File: src/rtl/uartin.sv
// UART receiver (8N1) feeding a FIFO write port.
// The rx line is double-flopped, the start bit is validated at mid-bit,
// eight data bits are sampled LSB-first at one-bit spacing, and the stop bit
// decides between a write, an overrun pulse or a frame error.
// A line held low after a frame error parks in BREAK until rx returns high,
// so it produces only one error pulse.
`timescale 1ns/1ps
module uartin #(
    parameter int CDIV = 434
) (
    input  logic       clk,
    input  logic       n_rst,
    input  logic       rx,
    input  logic       n_cs,
    output logic [7:0] port,
    output logic       n_wr,
    output logic       frame_err,
    output logic       overrun
);

    // Counter only has to reach CDIV-1, never more.
    localparam int CW = (CDIV > 1) ? $clog2(CDIV) : 1;
    localparam logic [CW-1:0] FULL_LAST = CW'(CDIV - 1);
    localparam logic [CW-1:0] HALF_LAST = CW'(CDIV / 2 - 1);
    localparam logic [CW-1:0] CNT_ONE   = CW'(1);
    localparam logic [CW-1:0] CNT_ZERO  = CW'(0);

    typedef enum logic [2:0] {
        ST_IDLE  = 3'd0,
        ST_START = 3'd1,
        ST_DATA  = 3'd2,
        ST_STOP  = 3'd3,
        ST_BREAK = 3'd4
    } state_t;

    logic [1:0]    sync_r;
    logic          rx_s;
    state_t        state_r;
    state_t        state_s;
    logic [CW-1:0] cnt_r;
    logic [CW-1:0] cnt_s;
    logic [2:0]    bit_cnt_r;
    logic [2:0]    bit_cnt_s;
    logic [7:0]    shreg_r;
    logic [7:0]    shreg_s;
    logic [7:0]    port_r;
    logic [7:0]    port_s;
    logic          n_wr_r;
    logic          n_wr_s;
    logic          frame_err_r;
    logic          frame_err_s;
    logic          overrun_r;
    logic          overrun_s;

    assign rx_s      = sync_r[1];
    assign port      = port_r;
    assign n_wr      = n_wr_r;
    assign frame_err = frame_err_r;
    assign overrun   = overrun_r;

    // Two-flop synchronizer for the asynchronous rx line (idles high).
    always_ff @(posedge clk or negedge n_rst) begin
        if (!n_rst) begin
            sync_r <= 2'b11;
        end else begin
            sync_r <= {sync_r[0], rx};
        end
    end

    // Next-state, bit timing, shift register and output pulse decode.
    always_comb begin
        state_s     = state_r;
        cnt_s       = cnt_r;
        bit_cnt_s   = bit_cnt_r;
        shreg_s     = shreg_r;
        port_s      = port_r;
        n_wr_s      = 1'b1;
        frame_err_s = 1'b0;
        overrun_s   = 1'b0;

        case (state_r)
            ST_IDLE: begin
                cnt_s     = CNT_ZERO;
                bit_cnt_s = 3'd0;
                if (!rx_s) begin
                    state_s = ST_START;
                end else begin
                    state_s = ST_IDLE;
                end
            end
            ST_START: begin
                if (cnt_r == HALF_LAST) begin
                    cnt_s = CNT_ZERO;
                    // High at mid start bit: treat as a glitch.
                    if (rx_s) begin
                        state_s = ST_IDLE;
                    end else begin
                        state_s = ST_DATA;
                    end
                end else begin
                    cnt_s = cnt_r + CNT_ONE;
                end
            end
            ST_DATA: begin
                if (cnt_r == FULL_LAST) begin
                    cnt_s     = CNT_ZERO;
                    shreg_s   = {rx_s, shreg_r[7:1]};
                    bit_cnt_s = bit_cnt_r + 3'd1;
                    if (bit_cnt_r == 3'd7) begin
                        state_s = ST_STOP;
                    end else begin
                        state_s = ST_DATA;
                    end
                end else begin
                    cnt_s = cnt_r + CNT_ONE;
                end
            end
            ST_STOP: begin
                if (cnt_r == FULL_LAST) begin
                    cnt_s = CNT_ZERO;
                    if (rx_s) begin
                        // n_cs only matters at this instant.
                        if (!n_cs) begin
                            port_s = shreg_r;
                            n_wr_s = 1'b0;
                        end else begin
                            overrun_s = 1'b1;
                        end
                        state_s = ST_IDLE;
                    end else begin
                        frame_err_s = 1'b1;
                        state_s     = ST_BREAK;
                    end
                end else begin
                    cnt_s = cnt_r + CNT_ONE;
                end
            end
            ST_BREAK: begin
                cnt_s = CNT_ZERO;
                if (rx_s) begin
                    state_s = ST_IDLE;
                end else begin
                    state_s = ST_BREAK;
                end
            end
            default: begin
                state_s = ST_IDLE;
                cnt_s   = CNT_ZERO;
            end
        endcase
    end

    // State and registered outputs.
    always_ff @(posedge clk or negedge n_rst) begin
        if (!n_rst) begin
            state_r     <= ST_IDLE;
            cnt_r       <= CNT_ZERO;
            bit_cnt_r   <= 3'd0;
            shreg_r     <= 8'h00;
            port_r      <= 8'h00;
            n_wr_r      <= 1'b1;
            frame_err_r <= 1'b0;
            overrun_r   <= 1'b0;
        end else begin
            state_r     <= state_s;
            cnt_r       <= cnt_s;
            bit_cnt_r   <= bit_cnt_s;
            shreg_r     <= shreg_s;
            port_r      <= port_s;
            n_wr_r      <= n_wr_s;
            frame_err_r <= frame_err_s;
            overrun_r   <= overrun_s;
        end
    end

endmodule
File: config.mk
export PLATFORM = sky130hd
export DESIGN_NAME = uartin
export DESIGN_NICKNAME = d
export VERILOG_FILES = /design/src/rtl/uartin.sv
export SDC_FILE = /design/constraint.sdc
export NUM_CORES = 1
export LEC_CHECK = 0
export BUFFER_PORTS_ARGS = -buffer_cell sky130_fd_sc_hd__buf_2
export CAP_MARGIN = 40
export CORE_MARGIN = 4
export CORE_UTILIZATION = 40
export CTS_BUF_LIST = sky130_fd_sc_hd__clkbuf_4
export DETAILED_ROUTE_END_ITERATION = 6
export GPL_TIMING_DRIVEN = 0
export SLEW_MARGIN = 20
export SYNTH_ARGS = -nofsm -noshare
export SYNTH_HDL_FRONTEND = slang
export SYNTH_SLANG_ARGS = --single-unit
File: constraint.sdc
create_clock -name clk -period 2.2 [get_ports clk]
set_clock_uncertainty 0.05 [all_clocks]
set_input_delay 0.33 -clock clk [delete_from_list [all_inputs] [get_ports clk]]
set_output_delay 0.33 -clock clk [all_outputs]
set_load 0.01 [all_outputs]
# Word-level counts from Yosys, hierarchy flattened
# Index checks and enable logic that the tools add are counted.
# word_totals
in_bits,4
word_cells,52
ff_bits,36
# op_classes
n_mux,23
n_addsub,2
eq_ne,10
n_reduce_logical,7
n_bitwise,1
# op_table
op,count
2-to-1 mux 9 bit,2
one-hot mux 9 bit (2 select lines),1
2-to-1 mux 3 bit,5
one-hot mux 3 bit (5 select lines),1
2-to-1 mux 1 bit,12
adder 9 x 1 -> 9 bit (second input constant),1
equality test 9 x 8 -> 1 bit (second input constant),1
equality test 9 bit (second input constant),1
equality test 3 x 2 -> 1 bit (second input constant),2
equality test 3 bit (second input constant),2
!= test 2 bit (second input constant),3
one-hot mux 3 bit (2 select lines),1
AND reduction 2 bit,2
AND reduction 4 bit,1
adder 3 x 1 -> 3 bit (second input constant),1
equality test 3 x 1 -> 1 bit (second input constant),1
zero test 3 bit,1
AND reduction 3 bit,1
2-to-1 mux 2 bit,1
nonzero test 2 bit,1
OR reduction 2 bit,1
inverter 1 bit,1

# Longest topological paths before layout
# depth
word_depth,4
ltp_mapped,6
mapped_depth_nobuf,5

# Worst setup path before layout
# OpenSTA, ideal clock, no wires.
# synth_path
path_kind,register to register
start,register cnt_r[1]
end,register port_r[0] (netlist: port[0])
setup_time_ps,125
path_buffers,1
required_time_ps,2025
period_less_slack_ps,1829
t_arrival_ps,1654
setup_slack_ps,371
path_stages_with_launch,7
cell_sequence,dfrtp_1 inv_1 ha_1 nand4bb_1 buf_2 nor4_4 mux2_2
# synth_between
elab_chain_len,2
# synth_rtl
element,line,rtl
"start, declared",40,logic [CW-1:0] cnt_r;
"start signal, assigned",166,cnt_r <= cnt_s;
equality test 9 bit,119,if (cnt_r == FULL_LAST) begin
AND reduction 4 bit (no source line),--,
"end signal, assigned",169,port_r <= port_s;
"end, declared",46,logic [7:0] port_r;
# No other way between the ends.
# A chain may end at the register's enable or synchronous reset.

# Final worst setup path
# layout_path
start,register cnt_r[1]
end,register port_r[5] (netlist: port[5])
# Same word-level chain as after synthesis.

==> impl_results.md <==
- Yosys top cell area share: 49.25%
- Sequential fraction of design power: 58.0%
- PwrDens: 595.6 mW/mm^2
- First-pass iteration count of the detailed router: 4
- Die Height: 72.74 um
- Clock power frac: 39.8%
- HP Start: n_cs
- Hold Crit Depth: 3
- H-tree Lvls: 2
- Seq/Total Area, Yosys: 53.96%
- Post-synth EDFFs: 0
- Setup crit end kind: register
- Arrival time worst endpoint: 2.19 ns
- Period utilization: 91.37%
- Met1 Usage GRT: 15.93%
- GRT overflow: 0
- Area grow syn2layout: 15.07%
- CP max stage cell: nor4_4
- Num ports: 15
- Switching power total: 0.2383 mW
- Syn nets: 145
- Status: finished clean
- Initial antenna violation count: 0
- # Post-CTS Setup Buffers: 0
- CP Class: register to register
- FILL cells: 377
- Final hold violations: 0
- Root Driver: clkbuf_4
- Core Util, Final: 47.89%
- Fmax: 0.4975 GHz
- Pin count of the biggest net entering global routing: 37
- Max transition margin: 53.60%
- Global routing usage on met2: 22.44%
- TNS Setup: 0 ns
- Final-report setup violation count: 0
- Final ANT Viol Nets: 0
- Hold EP: overrun$_DFF_PN0_
- Slew Limit Fails: 0
- Core ar.: 0.004029 mm^2
- DRC errors left: 0
- Netlist cell types: 40
- Synth Flop Type: dfrtp_1
- GP Congestion: 0.7675
- HP Class: input port to register
- CTS tree: yes
- Max incr delay on CP: 0.49 ns
- Top cells by area, synth: dfrtp_1 (49%), mux2_2 (11%), dfstp_2 (4.7%), ha_1 (3.7%), or3_1 (1.9%)
- Final WL: 3177 um
- CTS Sinks: 36
- Busiest grt layer: met2
- Hpwl dp: 2211 um
- Actual slew at the worst max-slew pin: 0.6914 ns
- Reg-to-reg critical path endpoint: port[5]$_DFFE_PN0P_
- Post-Syn Instances: 136
- Switching share of power: 20.73%
- Worst skew pair latency: 0.34 ns
- Initial Util: 41.61%
- Final min period: 2.010 ns
- Post-Synthesis Cell Area: 0.001677 mm^2
- R2R depth: 6
- Port-buffer cells: 14
- Critical Path Start Type: register
- FF-to-FF Start: cnt_r[1]$_DFF_PN0_
- Die footprint: 0.005291 mm^2
- RSZ-0062 raised after global routing: no
- Crit-path max FO: 8
- Avg Inst Size Synth: 12.33 um^2
- Global Route Usage Sum: 13.75%
- Worst EP required: 2.38 ns
- Gate power share: 2.1%
- Area leader, netlist: dfrtp_1
- Worst vdd ir: 311.9 uV
- Via count: 1190
- DRT iter0 DRCs: 77
- Leakage: 0.9306 nW
- CTS clk-pin slew, worst paths: 0.10 ns
- Max clock buf depth: 2
- # diodes: 0
- Async SR Flop Fraction: 100.0%
- Vias in the first global route: 1206
- WL per Instance: 15.06 um
- First-pass GRT wire length: 5499 um
- Cts repair resizes: 0
- Total of max-cap violations: 0
- Cts bufs inserted: 5
- Yosys reg bits: 36
- Layout cell share with drive strength beyond 1: 31.68%
- Final nets: 169
- Syn. warnings: 0
- Die Wd: 72.74 um
- Grt met3 use: 5.234%
- CP cell instances: inv_1 > ha_1 > nand4bb_1 > buf_2 > nor4_4 > mux2_2
- Row Count: 23
- Via density per instance: 5.640
- P_int: 0.9108 mW
- Flop2flop setup slack: 0.19 ns
Yosys cell counts (2+ instances only):
| master | number |
|---|---|
| buf_2 | 3 |
| nand4_1 | 2 |
| clkbuf_1 | 2 |
| nor4_1 | 3 |
| and3_1 | 2 |
| and2_1 | 3 |
| nand2b_1 | 2 |
| ha_1 | 5 |
| a22oi_1 | 4 |
| dfstp_2 | 3 |
| nand3_1 | 3 |
| a311o_1 | 2 |
| a21oi_1 | 6 |
| or4_1 | 2 |
| o21ai_0 | 5 |
| or3b_2 | 2 |
| nor3_1 | 3 |
| nor2b_1 | 3 |
| mux2_2 | 16 |
| inv_1 | 3 |
| or3_1 | 5 |
| xor2_1 | 2 |
| nand2_1 | 6 |
| dfrtp_1 | 33 |
per-stage QoR:
stage          cell area (um^2)  worst slack [ns]  power [mW]  hold WS [ns]  std cells
6_report                   1929            0.1899       1.149        0.1650        211
5_1_grt                    1929           0.09502       1.209        0.1452        211
4_1_cts                    1889           0.07323       1.160       0.01312        208
3_5_place_dp               1809           0.08826      0.6979        0.2984        200
3_3_place_gp               1809            0.1772      0.6973        0.2971        200
2_1_floorplan              1677            0.3709      0.6813      -0.01559        136
cell families after synthesis:
kind of cell	after synthesis	share of synthesized area (%)
and+or+nand+nor	45	18.81
DFF	36	53.96
buffers and inverters	8	2.015
adders and majority gates	5	3.731
xor gates and xnor gates	3	1.567
AOI/OAI and AO/OA	23	9.179
muxes	16	10.75
worst max-delay path by stage:
stage	start	endpoint	slack, ns	cells past startpoint
5_1_grt	cnt_r[1]$_DFF_PN0_	port[2]$_DFFE_PN0P_	0.1	6
4_1_cts	cnt_r[1]$_DFF_PN0_	port[7]$_DFFE_PN0P_	0.07	6
3_5_place_dp	cnt_r[1]$_DFF_PN0_	port[5]$_DFFE_PN0P_	0.09	6
6_report	cnt_r[1]$_DFF_PN0_	port[5]$_DFFE_PN0P_	0.19	6
3_3_place_gp	cnt_r[1]$_DFF_PN0_	port[4]$_DFFE_PN0P_	0.18	6
2_1_floorplan	cnt_r[1]$_DFF_PN0_	port[0]$_DFFE_PN0P_	0.37	6
registers in the layout, summed over array words and instances, names as in the netlist:
name,count
overrun,1
sync_r,2
frame_err,1
shreg_r,8
state_r,3
n_wr,1
cnt_r,9
bit_cnt_r,3
port,8
routing by layer:
metal | vias to the layer above | wire (um)
met5 | - | 0
met4 | 0 | 59
met3 | 8 | 147
met2 | 31 | 1592
met1 | 593 | 1377
li1 | 558 | -
critical path, delay by kind of cell, from the launching register on:
kind | cells | cell delay (ns)
adders and majority gates | 1 | 0.17
buffers and inverters | 2 | 0.27
DFF | 1 | 0.41
muxes | 1 | 0.41
and+or+nand+nor | 2 | 0.60
power groups by stage:
stage	combinational [mW]	clock [mW]	sequential (mW)
after floorplan	0.00223	0	0.679
after CTS	0.0183	0.475	0.667
final	0.0244	0.458	0.667
after global routing	0.0286	0.513	0.668
after global placement	0.0177	0	0.680
after detailed placement	0.0183	0	0.680
cell type report:
cell class | count | area, um^2 | share of cell area (%)
buffer | 5 | 22.52 | 1.167
inverter | 3 | 11.26 | 0.5837
timing repair buffer | 17 | 110.1 | 5.707
sequential | 36 | 904.6 | 46.89
tap | 50 | 62.56 | 3.243
clock inverter | 3 | 42.54 | 2.205
multi-input combinational | 92 | 738.2 | 38.26
clock buffer | 5 | 37.54 | 1.946
repair_timing:
item / 4_1_cts / 5_1_grt
hold endpoints to repair: 0 / 34
hold buffers: 0 / 2
setup endpoints to repair: 0 / 7
placed cells by master (no fill, tap or decap), types with 2 or more instances in the layout:
cell,netlist,final
a21oi_1,6,6
a22oi_1,4,4
a311o_1,2,2
and2_1,3,3
and3_1,2,2
buf_2,3,17
clkbuf_1,2,2
clkbuf_4,0,5
dfrtp_1,33,33
dfstp_2,3,3
dlygate4sd3_1,0,2
ha_1,5,5
inv_1,3,3
mux2_2,16,16
nand2_1,6,6
nand2b_1,2,2
nand3_1,3,3
nand4_1,2,2
nor2b_1,3,3
nor3_1,3,3
nor4_1,3,3
o21ai_0,5,5
or3_1,5,5
or3b_2,2,2
or4_1,2,2
xor2_1,2,2
Note: power is estimated with default switching activity, not from simulation.
